[config.mk]
export PLATFORM = sky130hd
export DESIGN_NAME = irq_ctrl_flat
export DESIGN_NICKNAME = d
export VERILOG_FILES = /design/src/rtl/irq_ctrl_if.sv /design/src/rtl/irq_ctrl.sv /design/src/flat_wrapper.sv
export SDC_FILE = /design/constraint.sdc
export NUM_CORES = 1
export LEC_CHECK = 0
export CAP_MARGIN = 20
export CORE_MARGIN = 5
export CORE_UTILIZATION = 39
export DETAILED_ROUTE_END_ITERATION = 10
export HOLD_SLACK_MARGIN = 0.06
export PLACE_DENSITY = 0.72
export SYNTH_ARGS = -nofsm -noshare
export SYNTH_HDL_FRONTEND = slang
export SYNTH_SLANG_ARGS = --single-unit
[constraint.sdc]
create_clock -name clk -period 2 [get_ports clk]
set_input_delay 0.4 -clock clk [delete_from_list [all_inputs] [get_ports clk]]
set_output_delay 0.4 -clock clk [all_outputs]
set_load 0.03 [all_outputs]
[src/rtl/irq_ctrl_if.sv]
// irq_ctrl_if - CSR bus bundle shared by the register blocks.
//
// Signals:
//   csr_a   5-bit CSR address, driven by the bus master
//   csr_di  8-bit write data, driven by the bus master
//   csr_we  single-cycle write strobe, driven by the bus master
//   csr_do  8-bit read data from the slave, 8'h00 outside its window
//
// Transfer rule: there is no valid/ready pair on this bus. A write is
// accepted unconditionally on the rising clk edge where csr_we = 1, using the
// csr_a/csr_di present in that cycle. Reads have no strobe: csr_do is a
// combinational function of csr_a and the slave's current register state, so
// the slave never stalls the master.
interface irq_ctrl_if;
    logic [4:0] csr_a;
    logic [7:0] csr_di;
    logic       csr_we;
    logic [7:0] csr_do;

    modport master (
        output csr_a,
        output csr_di,
        output csr_we,
        input  csr_do
    );

    modport slave (
        input  csr_a,
        input  csr_di,
        input  csr_we,
        output csr_do
    );
endinterface

[src/rtl/irq_ctrl.sv]
// irq_ctrl - interrupt controller and sequencer for the shared
// CPLD_INTERRUPT_CFG_RCW_SRC2 pin.
//
// Collects up to eight synchronous sources into a pending (STATUS) register
// with per-source MASK and TYPE (level / rising edge), combines them under a
// global enable into a registered irq, and drives that onto a pin which also
// carries the RCW_SRC2 strap while reset strap sampling is in progress.
//
// Ports:
//   clk          system clock
//   rst          synchronous, active-high reset
//   csr          CSR bus (irq_ctrl_if slave): csr_a, csr_di, csr_we, csr_do
//   irq_in       source requests, synchronous to clk, active high
//   strap_hold   high while the pin must stay in its strap phase
//   pin_oe       pin output enable (registered)
//   pin_out      pin output value (registered)
//   irq          combined request, active high (registered)
//   dbg_state_o  current pin-sequencer state (0 STRAP, 1 HOLDOFF, 2 ACTIVE)
//
// Register map (BASE_ADDR relative):
//   +0 STATUS  pending bits, write 1 to clear; a same-cycle set wins
//   +1 MASK    1 = source enabled
//   +2 TYPE    0 = level, 1 = rising edge
//   +3 CTRL    bit0 GEN, bit1 POL (active-low pin), bit2 OD (open drain)
module irq_ctrl #(
    parameter logic [4:0] BASE_ADDR      = 5'h1c,
    parameter int         NUM_IRQS       = 8,
    parameter int         HOLDOFF_CYCLES = 16
) (
    input  logic                clk,
    input  logic                rst,
    irq_ctrl_if.slave           csr,
    input  logic [NUM_IRQS-1:0] irq_in,
    input  logic                strap_hold,
    output logic                pin_oe,
    output logic                pin_out,
    output logic                irq,
    output logic [1:0]          dbg_state_o
);

    // Register bits at index NUM_IRQS and above never latch and read 0.
    localparam logic [7:0] IMPL_MASK = 8'((9'd1 << NUM_IRQS) - 9'd1);
    localparam logic [7:0] HOLDOFF_LOAD = 8'(HOLDOFF_CYCLES - 1);

    typedef enum logic [1:0] {
        ST_STRAP   = 2'd0,
        ST_HOLDOFF = 2'd1,
        ST_ACTIVE  = 2'd2
    } pin_state_e;

    logic [7:0] status_q, status_d;
    logic [7:0] mask_q, mask_d;
    logic [7:0] type_q, type_d;
    logic [2:0] ctrl_q, ctrl_d;
    logic [7:0] prev_q, prev_d;
    logic       irq_q, irq_d;

    pin_state_e state_q, state_d;
    logic [7:0] cnt_q, cnt_d;
    logic       pin_oe_q, pin_oe_d;
    logic       pin_out_q, pin_out_d;

    logic [7:0] irq_in_ext;
    logic [7:0] set_vec;
    logic [7:0] w1c_vec;
    logic [5:0] addr_ext;
    logic       hit;
    logic [1:0] offs;
    logic       wr_status, wr_mask, wr_type, wr_ctrl;

    assign irq_in_ext = 8'(irq_in) & IMPL_MASK;

    // Compare with one extra bit so BASE+4 wrapping past 5'h1f does not alias
    // back into the window.
    assign addr_ext = {1'b0, csr.csr_a};
    assign hit      = (addr_ext >= {1'b0, BASE_ADDR}) &&
                      (addr_ext <  ({1'b0, BASE_ADDR} + 6'd4));
    assign offs     = 2'(csr.csr_a - BASE_ADDR);

    assign wr_status = csr.csr_we && hit && (offs == 2'd0);
    assign wr_mask   = csr.csr_we && hit && (offs == 2'd1);
    assign wr_type   = csr.csr_we && hit && (offs == 2'd2);
    assign wr_ctrl   = csr.csr_we && hit && (offs == 2'd3);

    // Level sources fire whenever high; edge sources only when the previous
    // sample was low. Equivalent to in & ~(type & prev).
    assign set_vec = irq_in_ext & ~(type_q & prev_q);
    assign w1c_vec = wr_status ? csr.csr_di : 8'h00;

    always_comb begin
        // Set is ORed in after the clear so a coincident set keeps the bit.
        status_d = ((status_q & ~w1c_vec) | set_vec) & IMPL_MASK;
        mask_d   = wr_mask ? (csr.csr_di & IMPL_MASK) : mask_q;
        type_d   = wr_type ? (csr.csr_di & IMPL_MASK) : type_q;
        ctrl_d   = wr_ctrl ? csr.csr_di[2:0] : ctrl_q;
        prev_d   = irq_in_ext;
        irq_d    = ctrl_q[0] && ((status_q & mask_q) != 8'h00);
    end

    // Pin sequencer: next state.
    always_comb begin
        state_d = state_q;
        cnt_d   = cnt_q;
        case (state_q)
            ST_STRAP: begin
                if (!strap_hold) begin
                    state_d = ST_HOLDOFF;
                    cnt_d   = HOLDOFF_LOAD;
                end
            end
            ST_HOLDOFF: begin
                if (strap_hold) begin
                    state_d = ST_STRAP;
                end else if (cnt_q == 8'd0) begin
                    state_d = ST_ACTIVE;
                end else begin
                    cnt_d = cnt_q - 8'd1;
                end
            end
            ST_ACTIVE: begin
                if (strap_hold) begin
                    state_d = ST_STRAP;
                end
            end
            default: begin
                state_d = ST_STRAP;
            end
        endcase
    end

    // Pin outputs are registered and decoded from the state being entered,
    // so the pin changes on the same edge as the state.
    always_comb begin
        pin_oe_d  = 1'b1;
        pin_out_d = 1'b0;
        case (state_d)
            ST_STRAP: begin
                pin_oe_d  = 1'b1;
                pin_out_d = 1'b0;
            end
            ST_HOLDOFF: begin
                pin_oe_d  = 1'b0;
                pin_out_d = 1'b0;
            end
            ST_ACTIVE: begin
                if (ctrl_q[2]) begin
                    // Open drain: enable only while asserted, output the
                    // asserted level.
                    pin_oe_d  = irq_q;
                    pin_out_d = ~ctrl_q[1];
                end else begin
                    pin_oe_d  = 1'b1;
                    pin_out_d = irq_q ^ ctrl_q[1];
                end
            end
            default: begin
                pin_oe_d  = 1'b1;
                pin_out_d = 1'b0;
            end
        endcase
    end

    always_ff @(posedge clk) begin
        if (rst) begin
            status_q  <= 8'h00;
            mask_q    <= 8'h00;
            type_q    <= 8'h00;
            ctrl_q    <= 3'b000;
            prev_q    <= 8'h00;
            irq_q     <= 1'b0;
            state_q   <= ST_STRAP;
            cnt_q     <= 8'd0;
            pin_oe_q  <= 1'b1;
            pin_out_q <= 1'b0;
        end else begin
            status_q  <= status_d;
            mask_q    <= mask_d;
            type_q    <= type_d;
            ctrl_q    <= ctrl_d;
            prev_q    <= prev_d;
            irq_q     <= irq_d;
            state_q   <= state_d;
            cnt_q     <= cnt_d;
            pin_oe_q  <= pin_oe_d;
            pin_out_q <= pin_out_d;
        end
    end

    always_comb begin
        csr.csr_do = 8'h00;
        if (hit) begin
            case (offs)
                2'd0:    csr.csr_do = status_q;
                2'd1:    csr.csr_do = mask_q;
                2'd2:    csr.csr_do = type_q;
                default: csr.csr_do = {5'b00000, ctrl_q};
            endcase
        end
    end

    assign pin_oe      = pin_oe_q;
    assign pin_out     = pin_out_q;
    assign irq         = irq_q;
    assign dbg_state_o = state_q;

endmodule
[src/flat_wrapper.sv]
// flat-port wrapper written by rule: the top's interface ports become plain ports
module irq_ctrl_flat 
#(
    parameter logic [4:0] BASE_ADDR      = 5'h1c,
    parameter int         NUM_IRQS       = 8,
    parameter int         HOLDOFF_CYCLES = 16
)
  (clk, rst, irq_in, strap_hold, pin_oe, pin_out, irq, dbg_state_o, csr_csr_a, csr_csr_di, csr_csr_we, csr_csr_do);
  irq_ctrl_if csr_i ();
  input  logic clk;
  input  logic rst;
  input  logic [NUM_IRQS-1:0] irq_in;
  input  logic strap_hold;
  output logic pin_oe;
  output logic pin_out;
  output logic irq;
  output logic [1:0] dbg_state_o;
  input wire logic [$bits(csr_i.csr_a)-1:0] csr_csr_a;
  input wire logic [$bits(csr_i.csr_di)-1:0] csr_csr_di;
  input wire logic [$bits(csr_i.csr_we)-1:0] csr_csr_we;
  output wire logic [$bits(csr_i.csr_do)-1:0] csr_csr_do;
  assign csr_i.csr_a = csr_csr_a;
  assign csr_i.csr_di = csr_csr_di;
  assign csr_i.csr_we = csr_csr_we;
  assign csr_csr_do = csr_i.csr_do;
  irq_ctrl #(.BASE_ADDR(BASE_ADDR), .NUM_IRQS(NUM_IRQS), .HOLDOFF_CYCLES(HOLDOFF_CYCLES)) u_core (.clk(clk), .rst(rst), .csr(csr_i), .irq_in(irq_in), .strap_hold(strap_hold), .pin_oe(pin_oe), .pin_out(pin_out), .irq(irq), .dbg_state_o(dbg_state_o));
endmodule
# Yosys cells after proc, flatten, opt, wreduce, memory -nomap -nowiden
# Cells that the tools add are included.
[op_classes]
bitwise = 10
n_mux = 15
eq_ne = 10
order_cmp = 2
addsub = 2
n_shift = 0
multipliers = 0
reduce_logical = 14
div_mod_pow = 0
[op_table]
columns = ["op", "count"]
rows = [
  ["$mux 8", 5],
  ["$and 8x8->8", 4],
  ["$pmux 8 s3", 1],
  ["$not 8->8", 2],
  ["$pmux 8 s2", 1],
  ["$eq 2x2->1 const B", 4],
  ["$logic_not 8->1", 1],
  ["$mux 2", 4],
  ["$or 8x8->8", 1],
  ["$reduce_bool 8->1", 1],
  ["$sub 8x1->8 const B", 1],
  ["$logic_and 1x1->1", 7],
  ["$eq 2x1->1 const B", 3],
  ["$lt 5x6->1 const B", 1],
  ["$ne 2x2->1 const B", 3],
  ["$pmux 2 s3", 1],
  ["$ge 5x5->1 const B", 1],
  ["$logic_not 2->1", 2],
  ["$reduce_and 4->1", 1],
  ["$mux 1", 2],
  ["$not 1->1", 2],
  ["$pmux 1 s2", 1],
  ["$reduce_bool 2->1", 1],
  ["$reduce_or 2->1", 1],
  ["other kinds (2)", 2],
]
[totals]
output_inout_bits = 13
ramBits = 0
elab_cells = 63
mem_bits_ro = 0
memories = 0
latchBits = 0
in_bits = 25
ff_bits = 48

# Depth between registers and ports, before layout
# Gate-level depths: netlist (run 1).
[depth]
ltp_word = 8
ltp_mapped = 6
mapped_depth_nobuf = 6

# Least setup slack after synthesis (run 1)
# No wires, ideal clock.
[synth_path]
path_type = "in2out"
startpoint = "input csr_csr_a[0]"
endpoint = "output csr_csr_do[1]"
arrival_ns = 1.480
cell_stages = 3
required_time_ns = 1.600
path_buffers = 1
setup_slack_ns = 0.120
cell_sequence = "buf_1 mux4_2 nor2b_1"
[synth_between]
elab_chain_len = 4
elab_cells_between_ends = 9
cone_classes = "add/sub: 1; order compare: 2; eq/ne: 2; mux: 2; reduce/logical: 2"
[synth_rtl]
columns = ["element", "line_no", "source"]
rows = [
  ["start: declaration", "flat_wrapper.sv:18", "input wire logic [$bits(csr_i.csr_a)-1:0] csr_csr_a;"],
  ["$sub 2x1->2", "irq_ctrl.sv:78", "assign offs = 2'(csr.csr_a - BASE_ADDR);"],
  ["$eq 2x2->1 (tied with other cells)", "irq_ctrl.sv:192", "case (offs)"],
  ["$pmux 8 s3", "irq_ctrl.sv:192", ""],
  ["$mux 8 *", "irq_ctrl.sv:191", "if (hit) begin"],
  ["end: declaration", "flat_wrapper.sv:21", "output wire logic [$bits(csr_i.csr_do)-1:0] csr_csr_do;"],
]
# Mark *: on every way between the ends. The rest lies on a longest branch, timed or not.

# Final worst setup path (run 1)
[layout_path]
startpoint = "input csr_csr_a[4]"
endpoint = "output csr_csr_do[7]"
[layout_between]
elab_chain_len = 3
elab_cells_between_ends = 4
cone_classes = "order compare: 2; mux: 1; reduce/logical: 1"
[layout_rtl]
columns = ["element", "line_no", "source"]
rows = [
  ["$lt 5x6->1 or $ge 5x5->1 (tied branches)", "irq_ctrl.sv:77, irq_ctrl.sv:76", ""],
  ["$logic_and 1x1->1 *", "irq_ctrl.sv:76", "assign hit = (addr_ext >= {1'b0, BASE_ADDR}) &&"],
  ["$mux 8 *", "irq_ctrl.sv:191", ""],
]
# Marks and branches as above.

==> impl_metrics.yaml, run 1 <==
status:
  status: "finished, final reports clean"
timing:
  tightestPinTransition_ns: 0.5311
  min_period_ns: 1.916
  rsz0062_at_grt: "false"
  hold_viol_final: 0
  setup_viol: 0
  maxSlewViolCount: 0
  fmax_ghz: 0.5220
  finClkSkew_ns: 0.007816
  fin_crit_sh_pct: 95.78
  relSlewSlack_pct: 64.30
clock_tree:
  htree_levels: 2
  cts_tree: "yes"
  clkLatencyLatePin_ns: 0.30
  numCtsBuffers: 5
  clk_root_buffer_cell: "clkbuf_8"
  cts_hold_buf: 0
  clkSinkCount: 48
  clk_pin_slew_ns: 0.09
  cts.path.max_buffers: 2
pwr:
  leakage_nw: 1.062
  peakVddDrop_mv: 0.5142
  power_density_nw_per_um2: 689.8
critical_path:
  slowest_delay_ns: 0.50
  critPathCaptureType: "output pin"
  required_ns: 1.60
  crit_path_start_kind: "input pin"
  critical-path-slowest-cell: "clkdlybuf4s50_1"
  arrival_ns: 1.52
  critPathKind: "in2out"
  cpMostUsedCell: "buf_4"
  cp_cell_sequence: "clkdlybuf4s50_1, nand3_2, buf_4, nor2_1, buf_4"
  worstPathMaxFanout: 5
floorplanning:
  rows: 26
  core-area_sq_um: 5172
  pin_count: 38
  start_util_pct: 40.83
  die_w_microns: 83.59
  die_y_microns: 83.59
  die-area_sq_um: 6987
yosys:
  synthSimpleGateAreaFrac_pct: 21.21
  synth_xor_area_share_pct: 1.244
  syn-instance-count: 238
  synthFlopType: "dfxtp_1"
  ys_seq_area_share_pct: 45.50
  syn_nets: 264
  syn_area_per_cell_sq_um: 8.874
  synthArstFlopShare_pct: 0
  yosysUniqueCellTypes: 41
  synth_compound_area_share_pct: 12.14
  synth_top_area_share_pct: 45.50
  synth_top_area_cell: "dfxtp_1"
  yosysWarnings: 0
  synth_area_leaders: "dfxtp_1 45%, mux2i_1 11%, nor2_1 6.9%"
  synthMuxAreaShare_pct: 15.11
  yosys_register_bits: 48
  synth_enable_flop_cells: 0
  synthesis.area_sq_um: 2112
  synth_fa_ha_area_share_pct: 0.5924
  yosysMostFrequentCell: "dfxtp_1"
  synth_commonest_cells: "48 x dfxtp_1, 39 x nor2_1, 24 x mux2i_1, 19 x nand2_1, 18 x a21oi_1"
  synth_top_family_by_area: "simple AND/OR/NAND/NOR gates"
global_routing:
  grt_max_degree: 23
  grt_first_pass_wirelength_microns: 7831
  gr-total-overflow: 0
  track_usage_pct: 13.52
  antenna_found_initial: 0
  grt_pass1_vias: 1719
final_layout:
  fin_util_pct: 53.05
  area_growth_pct: 29.92
  fin_nets: 315
  fin_area_sq_um: 2744
  nFillCells: 492
  insertedDiodeCount: 0
  drive_above_1_share_pct: 14.88
run:
  maxCapViolations: 0
detailed_routing:
  vias: 1794
  avgRoutedWirePerCell_microns: 13.23
  firstDrtPassIters: 4
  wl_microns: 4748
  drt_iter0_markers: 106
  drtAntennaViolNets: 0
  drcViolationCount: 0
  via_per_inst: 4.997
placed_design:
  port_buffers: 37
  routabilityCongestion: 0.8278
  placed_area_sq_um: 2645
  dp_hpwl_microns: 3591
min_path:
  min_path_type: "reg2reg"
==> worst max-delay path: cells and delay by family <==
kind	cells	cell delay (ns)
buffers and inverters	3	0.86
and+or+nand+nor	2	0.25
==> registers in the layout, indices dropped and copies added (netlist names) <==
| name | flops |
|---|---|
| u_core.pin_oe | 1 |
| u_core.dbg_state_o | 2 |
| u_core.pin_out | 1 |
| u_core.cnt_q | 8 |
| u_core.ctrl_q | 3 |
| u_core.mask_q | 8 |
| u_core.irq | 1 |
| u_core.prev_q | 8 |
| u_core.type_q | 8 |
| u_core.status_q | 8 |
==> cells in the final DEF, fill, tap and decap left out, types with 2 or more instances in the layout <==
master | netlist | final
buf_4 | 0 | 23
clkdlybuf4s50_1 | 0 | 27
nand2b_1 | 3 | 3
nor3b_1 | 2 | 2
a21oi_1 | 18 | 18
nor3_1 | 3 | 3
or3_1 | 3 | 3
nand2_1 | 19 | 19
a22oi_1 | 2 | 2
clkbuf_8 | 0 | 7
o21ai_0 | 9 | 9
dfxtp_1 | 48 | 48
a2111oi_0 | 2 | 2
mux2i_1 | 24 | 24
a311oi_1 | 3 | 3
xnor2_1 | 2 | 2
inv_1 | 11 | 11
nor2b_1 | 13 | 12
nor2_1 | 39 | 39
mux4_2 | 3 | 3
buf_2 | 2 | 3
==> final timing paths <==
check,end,cells past startpoint,slack [ns],from
min,u_core.irq,2,0.47,u_core.ctrl_q[0]
max,csr_csr_do[7],5,0.08,csr_csr_a[4]
min reg2reg,u_core.irq,2,0.47,u_core.ctrl_q[0]
max reg2reg,u_core.cnt_q[7],6,0.21,u_core.cnt_q[0]
==> where the power goes <==
| group | internal (W) | switching (W) | total, W |
|---|---|---|---|
| clock | 0.000308 | 0.000303 | 0.000611 |
| sequential | 0.000993 | 0.0000304 | 0.00102 |
| combinational | 0.000134 | 0.000124 | 0.000258 |
==> final cells by class <==
cell class | instances | area (sq um) | share of cell area [%]
well taps | 70 | 87.58 | 3.192
inverters | 11 | 41.29 | 1.505
repair buffers | 56 | 483.0 | 17.60
flip-flops and latches | 48 | 960.9 | 35.02
multi-input cells | 167 | 1075 | 39.17
clock buffers | 7 | 96.34 | 3.511
==> logic make-up after synthesis <==
group,count (synthesis)
AO/OA/AOI/OAI,42
buffers and inverters,23
multiplexers,28
AND/OR/NAND/NOR,93
flip-flops,48
XOR/XNOR,3
adder cells (fa/ha/maj),1
==> stage by stage <==
stage / total power (W) / instances / setup WS (ns) / hold WS (ns) / setup TNS (ns)
2_1_floorplan: 0.001179 / 238 / 0.1202 / 0.4176 / 0
3_3_place_gp: 0.001295 / 351 / -0.5906 / 0.4478 / -5.756
3_5_place_dp: 0.001302 / 351 / -0.5950 / 0.4520 / -6.027
4_1_cts: 0.001915 / 358 / 0.02804 / 0.4652 / 0
5_1_grt: 0.001984 / 359 / 0.009228 / 0.4869 / 0
6_report: 0.001893 / 359 / 0.08447 / 0.4672 / 0
==> layer usage <==
layer	vias to the layer above	track usage [%]	wire, microns
met5	-	0	0
met2	32	24.01	2469
met4	0	5.263	80
met1	832	15.40	2015
li1	922	-	-
met3	8	3.455	182
==> repair_timing <==
action,CTS,global route
setup buffers,0,1
pin swaps,0,0
resized for setup,21,2
endpoints found under the setup margin,8,4
No activity file was read; power rests on OpenSTA's default activity.
==> run 2: changes to the inputs <==
--- a/config.mk
+++ b/config.mk
@@ -5,7 +5,6 @@
 export SDC_FILE = /design/constraint.sdc
 export NUM_CORES = 1
 export LEC_CHECK = 0
-export CAP_MARGIN = 20
 export CORE_MARGIN = 5
 export CORE_UTILIZATION = 39
 export DETAILED_ROUTE_END_ITERATION = 10
==> results of run 2 <==
The final DEF is identical to that of run 1; final timing and power are the same.
